[src/rtl/reloj_display_driver.sv]
`default_nettype none
// ============================================================================
//  Module      : reloj_display_driver
//  Description : Display side of the digital clock. Takes binary hours and
//                minutes, splits them into BCD digits and scans them onto a
//                4-digit multiplexed 7-segment display (HH:MM) with colon,
//                blinking the pair currently being edited.
//  Revision    : 1.0  - initial release
// ============================================================================
module reloj_display_driver #(
    parameter int SCAN_DIV       = 50000,     // cycles each digit stays lit
    parameter int BLINK_DIV      = 25000000,  // cycles per blink half-period
    parameter bit SEG_ACTIVE_LOW = 1'b1,      // segment line polarity
    parameter bit AN_ACTIVE_LOW  = 1'b1       // anode line polarity
) (
    input  logic       clock_i,
    input  logic       reset_i,
    input  logic [4:0] horas_i,
    input  logic [5:0] minutos_i,
    input  logic       modifHor_i,
    input  logic       modifMin_i,
    output logic [6:0] segmentos_o,
    output logic [3:0] anodos_o,
    output logic       punto_o
);

    // ------------------------------------------------------------------------
    // Constants
    // ------------------------------------------------------------------------
    localparam int c_scan_w  = (SCAN_DIV  > 1) ? $clog2(SCAN_DIV)  : 1;
    localparam int c_blink_w = (BLINK_DIV > 1) ? $clog2(BLINK_DIV) : 1;

    localparam logic [c_scan_w-1:0]  c_scan_last  = c_scan_w'(SCAN_DIV - 1);
    localparam logic [c_blink_w-1:0] c_blink_last = c_blink_w'(BLINK_DIV - 1);

    // Digit index encoding; the index is also the anode bit position.
    localparam logic [1:0] c_dig_min_u  = 2'd0;
    localparam logic [1:0] c_dig_min_t  = 2'd1;
    localparam logic [1:0] c_dig_hour_u = 2'd2;
    localparam logic [1:0] c_dig_hour_t = 2'd3;

    // Highest legal values of the time fields.
    localparam logic [4:0] c_max_hour = 5'd23;
    localparam logic [5:0] c_max_min  = 6'd59;

    // Active-high segment patterns {g,f,e,d,c,b,a}.
    localparam logic [6:0] c_seg_dash  = 7'h40;
    localparam logic [6:0] c_seg_blank = 7'h00;

    // ------------------------------------------------------------------------
    // Helpers
    // ------------------------------------------------------------------------
    // Binary (0..63) to two BCD digits by repeated compare/subtract; five
    // steps cover every legal value (max 59) without a divider.
    function automatic logic [7:0] to_bcd(input logic [5:0] value);
        logic [5:0] rest;
        logic [3:0] tens;
        rest = value;
        tens = 4'd0;
        for (int step = 0; step < 5; step++) begin
            if (rest >= 6'd10) begin
                rest = rest - 6'd10;
                tens = tens + 4'd1;
            end
        end
        return {tens, 4'(rest)};
    endfunction

    // BCD digit to active-high segment pattern; non-decimal values show a dash.
    function automatic logic [6:0] seg_code(input logic [3:0] digit);
        logic [6:0] code;
        case (digit)
            4'd0:    code = 7'h3F;
            4'd1:    code = 7'h06;
            4'd2:    code = 7'h5B;
            4'd3:    code = 7'h4F;
            4'd4:    code = 7'h66;
            4'd5:    code = 7'h6D;
            4'd6:    code = 7'h7D;
            4'd7:    code = 7'h07;
            4'd8:    code = 7'h7F;
            4'd9:    code = 7'h6F;
            default: code = c_seg_dash;
        endcase
        return code;
    endfunction

    // ------------------------------------------------------------------------
    // State
    // ------------------------------------------------------------------------
    logic [c_scan_w-1:0]  prescaler_q,   prescaler_d;
    logic [1:0]           index_q,       index_d;
    logic [4:0]           hour_shadow_q, hour_shadow_d;
    logic [5:0]           min_shadow_q,  min_shadow_d;
    logic                 frame_valid_q, frame_valid_d;
    logic [c_blink_w-1:0] blink_cnt_q,   blink_cnt_d;
    logic                 blink_phase_q, blink_phase_d;
    logic [6:0]           seg_q,         seg_d;
    logic [3:0]           an_q,          an_d;
    logic                 punto_q,       punto_d;

    // Combinational intermediates
    logic       w_scan_tc;
    logic       w_frame_tc;
    logic       w_blink_tc;
    logic [7:0] w_hour_bcd;
    logic [7:0] w_min_bcd;
    logic       w_hour_bad;
    logic       w_min_bad;
    logic [3:0] w_digit_val;
    logic       w_digit_dash;
    logic       w_blank;
    logic [6:0] w_seg_active;
    logic [3:0] w_an_active;
    logic       w_punto_active;

    // ------------------------------------------------------------------------
    // Next-state: scan prescaler, digit index, frame shadows and blink timer
    // ------------------------------------------------------------------------
    always_comb begin
        w_scan_tc  = (prescaler_q == c_scan_last);
        // Shadows load only as the index wraps 3->0 so a frame never mixes
        // an old and a new time value.
        w_frame_tc = w_scan_tc && (index_q == c_dig_hour_t);
        w_blink_tc = (blink_cnt_q == c_blink_last);

        prescaler_d   = w_scan_tc ? '0 : prescaler_q + c_scan_w'(1);
        index_d       = w_scan_tc ? index_q + 2'd1 : index_q;
        hour_shadow_d = w_frame_tc ? horas_i   : hour_shadow_q;
        min_shadow_d  = w_frame_tc ? minutos_i : min_shadow_q;
        // Nothing is lit until the first frame has real data in the shadows.
        frame_valid_d = frame_valid_q | w_frame_tc;

        // Blink timer free-runs; edit inputs only gate the anodes.
        blink_cnt_d   = w_blink_tc ? '0 : blink_cnt_q + c_blink_w'(1);
        blink_phase_d = blink_phase_q ^ w_blink_tc;
    end

    // ------------------------------------------------------------------------
    // Output decode: select digit of the current index, blank and colon
    // ------------------------------------------------------------------------
    always_comb begin
        w_hour_bcd = to_bcd({1'b0, hour_shadow_q});
        w_min_bcd  = to_bcd(min_shadow_q);
        w_hour_bad = (hour_shadow_q > c_max_hour);
        w_min_bad  = (min_shadow_q  > c_max_min);

        w_digit_val  = 4'd0;
        w_digit_dash = 1'b0;
        case (index_q)
            c_dig_min_u: begin
                w_digit_val  = w_min_bcd[3:0];
                w_digit_dash = w_min_bad;
            end
            c_dig_min_t: begin
                w_digit_val  = w_min_bcd[7:4];
                w_digit_dash = w_min_bad;
            end
            c_dig_hour_u: begin
                w_digit_val  = w_hour_bcd[3:0];
                w_digit_dash = w_hour_bad;
            end
            default: begin
                w_digit_val  = w_hour_bcd[7:4];
                w_digit_dash = w_hour_bad;
            end
        endcase

        // Index bit 1 separates the hour pair (3,2) from the minute pair (1,0).
        w_blank = blink_phase_q & (index_q[1] ? modifHor_i : modifMin_i);

        if (!frame_valid_q) begin
            w_seg_active = c_seg_blank;
            w_an_active  = 4'b0000;
        end else begin
            w_seg_active = w_digit_dash ? c_seg_dash : seg_code(w_digit_val);
            w_an_active  = w_blank ? 4'b0000 : (4'b0001 << index_q);
        end

        // Colon sits after the hour units digit and blinks at the blink rate.
        w_punto_active = frame_valid_q & (index_q == c_dig_hour_u) & ~blink_phase_q;

        seg_d   = SEG_ACTIVE_LOW ? ~w_seg_active   : w_seg_active;
        an_d    = AN_ACTIVE_LOW  ? ~w_an_active    : w_an_active;
        punto_d = SEG_ACTIVE_LOW ? ~w_punto_active : w_punto_active;
    end

    // ------------------------------------------------------------------------
    // State register: counters, shadows and the registered display outputs
    // ------------------------------------------------------------------------
    always_ff @(posedge clock_i) begin
        if (reset_i) begin
            prescaler_q   <= '0;
            index_q       <= c_dig_hour_t;
            hour_shadow_q <= '0;
            min_shadow_q  <= '0;
            frame_valid_q <= 1'b0;
            blink_cnt_q   <= '0;
            blink_phase_q <= 1'b0;
            seg_q         <= SEG_ACTIVE_LOW ? ~c_seg_blank : c_seg_blank;
            an_q          <= AN_ACTIVE_LOW  ? 4'b1111 : 4'b0000;
            punto_q       <= SEG_ACTIVE_LOW ? 1'b1 : 1'b0;
        end else begin
            prescaler_q   <= prescaler_d;
            index_q       <= index_d;
            hour_shadow_q <= hour_shadow_d;
            min_shadow_q  <= min_shadow_d;
            frame_valid_q <= frame_valid_d;
            blink_cnt_q   <= blink_cnt_d;
            blink_phase_q <= blink_phase_d;
            seg_q         <= seg_d;
            an_q          <= an_d;
            punto_q       <= punto_d;
        end
    end

    assign segmentos_o = seg_q;
    assign anodos_o    = an_q;
    assign punto_o     = punto_q;

endmodule
`default_nettype wire
[config.mk]
export PLATFORM = sky130hd
export DESIGN_NAME = reloj_display_driver
export DESIGN_NICKNAME = d
export VERILOG_FILES = /design/src/rtl/reloj_display_driver.sv
export SDC_FILE = /design/constraint.sdc
export NUM_CORES = 1
export LEC_CHECK = 0
export CORE_MARGIN = 3
export CORE_UTILIZATION = 61
export CTS_BUF_LIST = sky130_fd_sc_hd__clkbuf_8 sky130_fd_sc_hd__clkbuf_16
export CTS_CLUSTER_DIAMETER = 80
export DETAILED_ROUTE_END_ITERATION = 12
export PLACE_DENSITY = 0.81
export SLEW_MARGIN = 20
export SYNTH_ARGS = -nofsm -noshare
export SYNTH_HDL_FRONTEND = slang
export SYNTH_SLANG_ARGS = --single-unit
export TNS_END_PERCENT = 100
[constraint.sdc]
create_clock -name clock_i -period 14.7 [get_ports clock_i]
set_input_delay 1.47 -clock clock_i [delete_from_list [all_inputs] [get_ports clock_i]]
set_output_delay 1.47 -clock clock_i [all_outputs]
set_load 0.01 [all_outputs]
# Word level (Yosys, flattened, before mapping)
# Memories as Yosys holds them, arrays and structs flattened.
# Index checks and enable logic that the tools add are counted.
# word_totals
latchBits,0
ff_bits,68
mem_bits_ro,112
mem_count,1
ramBits,0
input_bits,15
word_cells,91
# op_classes
n_shift,1
div,0
magnitude_cmp,12
mux,27
bitwise,9
n_eq_ne,5
add_sub_neg,21
n_mul,0
n_reduce_logical,5
# mem_list
name,depth,word_bits,read_ports,rd_clocked_by_memory_dff,write_ports,line,source
(no name shown),16,7,1,0,0,72,case (digit)
# op_table
op,count
"greater-or-equal comparator 6 x 4 -> 1 bit, second input constant",9
two-way mux 4 bit,12
two-way mux 6 bit,8
"subtractor 6 x 4 -> 6 bit, second input constant",7
"adder 4 x 1 -> 4 bit, second input constant",8
"adder 25 x 1 -> 25 bit, second input constant",1
"equality test 25 bit, second input constant",1
"adder 16 x 1 -> 16 bit, second input constant",1
"equality test 16 bit, second input constant",1
two-way mux 7 bit,2
one-hot mux 4 bit (3 select lines),1
"subtractor 4 bit, second input constant",2
NOT 7 bit,1
"> comparator 6 bit, second input constant",1
OR reduction 2 bit,3
"subtractor 5 x 4 -> 6 bit, second input constant",1
"greater-or-equal comparator 5 x 4 -> 1 bit, second input constant",1
"> comparator 5 bit, second input constant",1
"equality test 2 bit, second input constant",2
two-way mux 1 bit,4
NOT 4 bit,1
"left shift 1 x 2 -> 4 bit, first input constant",1
bitwise AND 1 bit,3
"adder 2 x 1 -> 2 bit, second input constant",1
other kinds (6),7

# Depth between registers and ports, before layout
# An unclocked memory read counts as a cell.
# logic_depth
depth_word,15
mapped_depth,37
depth_no_buf,34

# Least setup slack after synthesis
# Ideal clock, no wire load.
# synth_timing
path_type,register to register
startpoint,register hour_shadow_q[2]
endpoint,register seg_q[6] (netlist: segmentos_o[6])
t_arrival_ps,6735
path_slack_ps,7908
stages_incl_launch_ff,34
setup_time_ps,57
path_buffers,3
path_cell_list,dfxtp_1 > buf_2 > inv_1 > ha_1 > nand2b_4 > a211o_1 > and2_1 > clkbuf_1 > inv_1 > ha_1 > nand2b_1 > a311oi_1 > buf_2 > nor2_1 > xnor2_1 > inv_1 > ha_1 > nor2b_1 > a2111oi_0 > o31ai_2 > xnor2_1 > ha_1 > nand2b_1 > or4_4 > o32ai_4 > nor4_4 > mux2i_1 > ha_1 > a2111o_1 > a311oi_2 > a211oi_1 > mux2_4 > a2111oi_4 > a21o_1
# synth_between
elab_chain_cells,15
elab_cells_between_ends,31
classes_between,add/sub: 9; order compare: 6; mux: 14; bitwise: 1; memory: 1
# synth_lines
item,line,source
start: declaration,93,"logic [4:0] hour_shadow_q, hour_shadow_d;"
start signal: assignment,206,hour_shadow_q <= hour_shadow_d;
subtractor 5 x 4 -> 6 bit / greater-or-equal comparator 5 x 4 -> 1 bit (equally long branches),"62, 61",
two-way mux 6 bit / two-way mux 1 bit (equally long branches),61,if (rest >= 6'd10) begin
"subtractor 6 x 4 -> 6 bit, or another cell as far along",62,rest = rest - 6'd10;
two-way mux 6 bit / two-way mux 4 bit (equally long branches),61,
"subtractor 6 x 4 -> 6 bit, or another cell as far along",62,
two-way mux 6 bit / two-way mux 4 bit (equally long branches),61,
"subtractor 6 x 4 -> 6 bit, or another cell as far along",62,
two-way mux 6 bit / two-way mux 4 bit (equally long branches),61,
"greater-or-equal comparator 6 x 4 -> 1 bit, or another cell as far along",61,
two-way mux 4 bit,61,
one-hot mux 4 bit (3 select lines),150,case (index_q)
memory (16 x 7 bit),--,
two-way mux 7 bit *,176,w_seg_active = w_digit_dash ? c_seg_dash : seg_code(w_digit_val);
two-way mux 7 bit *,172,if (!frame_valid_q) begin
NOT 7 bit *,183,seg_d = SEG_ACTIVE_LOW ? ~w_seg_active : w_seg_active;
end signal: assignment,200,seg_q <= SEG_ACTIVE_LOW ? ~c_seg_blank : c_seg_blank;
end signal: assignment,211,seg_q <= seg_d;
end: declaration,98,"logic [6:0] seg_q, seg_d;"
# Mark *: on every way between the ends. The rest lies on a longest branch, timed or not.
# A chain may end at the register's enable or synchronous reset.

# Worst setup path in the final report
# layout_timing
startpoint,register min_shadow_q[2]
endpoint,register seg_q[5] (netlist: segmentos_o[5])
# layout_between
elab_chain_cells,15
elab_cells_between_ends,31
classes_between,add/sub: 9; order compare: 6; mux: 14; bitwise: 1; memory: 1
# layout_lines
item,line,source
start: declaration,94,"logic [5:0] min_shadow_q, min_shadow_d;"
start signal: assignment,207,min_shadow_q <= min_shadow_d;
subtractor 6 x 4 -> 6 bit / greater-or-equal comparator 6 x 4 -> 1 bit (equally long branches),"62, 61",
two-way mux 6 bit / two-way mux 1 bit (equally long branches),61,
"subtractor 6 x 4 -> 6 bit, or another cell as far along",62,
two-way mux 6 bit / two-way mux 4 bit (equally long branches),61,
"subtractor 6 x 4 -> 6 bit, or another cell as far along",62,
two-way mux 6 bit / two-way mux 4 bit (equally long branches),61,
"subtractor 6 x 4 -> 6 bit, or another cell as far along",62,
two-way mux 6 bit / two-way mux 4 bit (equally long branches),61,
"greater-or-equal comparator 6 x 4 -> 1 bit, or another cell as far along",61,
two-way mux 4 bit,61,
one-hot mux 4 bit (3 select lines),150,
memory (16 x 7 bit),--,
two-way mux 7 bit *,176,
two-way mux 7 bit *,172,
NOT 7 bit *,183,
# Marked as above.

==> out/qor.yml <==
synthesis:
  synthesis.area_sq_um: 5430
  synth_area_leaders: "dfxtp_1 (25%), ha_1 (7.6%), nor2_1 (6.4%)"
  yosysTopAreaCell: "dfxtp_1"
  syn_area_per_cell_sq_um: 8.08
  async_flop_share: 0
  ys_ff_latch: 68
  netlist.area_leader.share: 0.251
  ys_types: 93
  synth_warnings: 0
  synth_edf_count: 0
  syn_nets: 720
  synthFlopType: "dfxtp_1"
  synth_cells: 672
  seq_area_frac_synth: 0.251
finish:
  synthToLayoutAreaGrowth_pct: 9.61
  design_area_sq_um: 5950
  drive_above_1_share: 0.0871
  nets: 732
  final_cell_mix: "nor2_1 (92), dfxtp_1 (68), nand2_1 (47)"
  final_common_cell: "nor2_1"
  diodes: 0
route:
  first_pass_iters: 5
  drt_first_iter_violations: 305
  drtAntennaViolNets: 0
  num_vias: 5021
  drc: 0
  wirelength_um: 12800
  wire_per_inst_um: 16.1
  viasPerCell: 6.32
clocking:
  ctsHtreeMaxLevel: 3
  cts_buffers: 9
  post_cts_buffers: 0
  hold_buffers: 0
  clk_pin_slew_ns: 0.08
  cts-root-buf: "clkbuf_8"
  worstSkewPairLatency_ns: 0.35
  ctsResizeCount: 0
  cts.sinks: 68
  cts_tree: "done"
  clockBufferDepth: 2
timing:
  tightest_slew_ns: 1.08
  post-route-period-util: 0.552
  maxSlewHeadroom: 0.277
  setup_viol: 0
  hold_viol_final: 0
  period_minus_slack_ns: 8.12
  fin_setup_tns_ns: 0
  rsz0062_at_grt: "false"
  finalClockSkew_ns: 0.0123
  maxSlewViolCount: 0
  max_freq_mhz: 123
worst_setup_path:
  crit_required_ns: 14.92
  worst-setup-path-type: "flip-flop to flip-flop"
  reg2reg_depth: 31
  crit_path_start_kind: "flip-flop"
  arrival_ns: 8.34
  cp_max_fo: 11
  critPathSlowestCell: "nor2_1"
  crit_path_frequent_cell: "ha_1"
  setup.worst_path.end_class: "flip-flop"
  critical_path.max_stage_delay_ns: 0.53
global_route:
  grt_max_degree: 26
  grtUsageTotal: 0.258
  grt_pass1_vias: 4633
  grt_pass1_wl_um: 21700
  grt_remaining_overflow: 0
  antenna_found_initial: 0
die:
  start_util: 0.644
  rows: 33
  die_w_um: 100
  core_area_sq_um: 8420
  top_level_ports: 27
  dieArea_sq_um: 10100
  die_h_um: 100
power:
  max-vdd-ir-drop_uv: 54.8
  power-per-cell-area_nw_per_um2: 65.2
  power_leakage_uw: 0.00236
placement:
  gp_congestion: 0.882
  placed_area_sq_um: 5700
  port_buffers: 26
  dp_hpwl_um: 9570
run:
  cap_violations: 0
worst_hold_path:
  hold_path.class: "flip-flop to flip-flop"
  hold_depth: 2
status:
  status: "completed"
==> synthesized netlist by cell type (all sizes together), types with 4 or more instances <==
library cell	count
a211o	5
a211oi	9
a21o	4
a21oi	20
a2bb2oi	5
a311oi	4
a31oi	13
a32oi	4
and2	6
and3	16
buf	16
clkbuf	10
dfxtp	68
ha	33
inv	35
mux2	5
mux2i	20
nand2	47
nand2b	15
nand3	28
nand4	11
nor2	94
nor2b	10
nor3	10
nor4	14
nor4b	4
o211ai	4
o21a	7
o21ai	32
o22ai	5
o31ai	6
or2	4
or3	8
xnor2	27
xor2	25
==> cells by family (layout without fill, tap and decap cells) <==
kind of cell / Yosys count / in the layout / share of synthesized area
fa+ha+maj: 33 / 33 / 0.0761
flops: 68 / 68 / 0.251
xor+xnor: 53 / 53 / 0.0883
mux: 25 / 25 / 0.0480
buf+inv: 61 / 78 / 0.0468
simple gates: 283 / 283 / 0.271
compound gates: 149 / 149 / 0.219
==> metal layers <==
metal,GRT usage,part of all wire
met1,0.355,0.46
met2,0.429,0.48
met3,0.0382,0.052
met4,0.0591,0.012
met5,0,0
==> report_power, final <==
group,internal [uW],switching (uW)
registers,185,1.26
clock network,114,78.1
logic,4.94,4.31
==> critical path: cells and delay by family (launching register included) <==
family                     cells  cell delay [ns]
and+or+nand+nor                8             1.96
muxes                          2             0.65
AOI/OAI and AO/OA             12             3.27
buffers and inverters          3             0.28
DFF                            1             0.52
adders and majority gates      5             0.99
xor gates and xnor gates       1             0.32
==> per-stage QoR <==
stage / std cells / utilization / hold WS (ns) / setup slack (ns) / power, uW
5_1_grt: 794 / 0.706 / 0.503 / 5.94 / 398
6_report: 794 / 0.706 / 0.474 / 6.58 / 388
2_1_floorplan: 672 / - / 0.426 / 7.91 / 195
3_3_place_gp: 778 / 0.677 / 0.434 / 7.23 / 200
4_1_cts: 794 / 0.706 / 0.477 / 6.69 / 390
3_5_place_dp: 778 / 0.677 / 0.461 / 6.85 / 200
==> worst paths after layout <==
path / startpoint / to / slack (ns)
min reg2reg: frame_valid_q$_SDFF_PP0_ / frame_valid_q$_SDFF_PP0_ / 0.47
max reg2reg: min_shadow_q[2]$_SDFFE_PP0P_ / segmentos_o[5]$_SDFF_PP1_ / 6.58
max: min_shadow_q[2]$_SDFFE_PP0P_ / segmentos_o[5]$_SDFF_PP1_ / 6.58
min: frame_valid_q$_SDFF_PP0_ / frame_valid_q$_SDFF_PP0_ / 0.47
==> state kept, by name, summed over array words and instances, names as in the netlist <==
| signal | count |
|---|---|
| min_shadow_q | 6 |
| frame_valid_q | 1 |
| blink_cnt_q | 25 |
| prescaler_q | 16 |
| punto_o | 1 |
| index_q | 2 |
| segmentos_o | 7 |
| hour_shadow_q | 5 |
| blink_phase_q | 1 |
| anodos_o | 4 |
==> cell type report <==
class | instances | area [sq um]
clock buffer | 9 | 124
clock inverter | 7 | 121
fill | 667 | 2470
inverter | 35 | 131
multi-input combinational | 543 | 3810
sequential | 68 | 1360
tap | 105 | 131
timing repair buffer | 27 | 268
(Power assumes the default switching activity.)
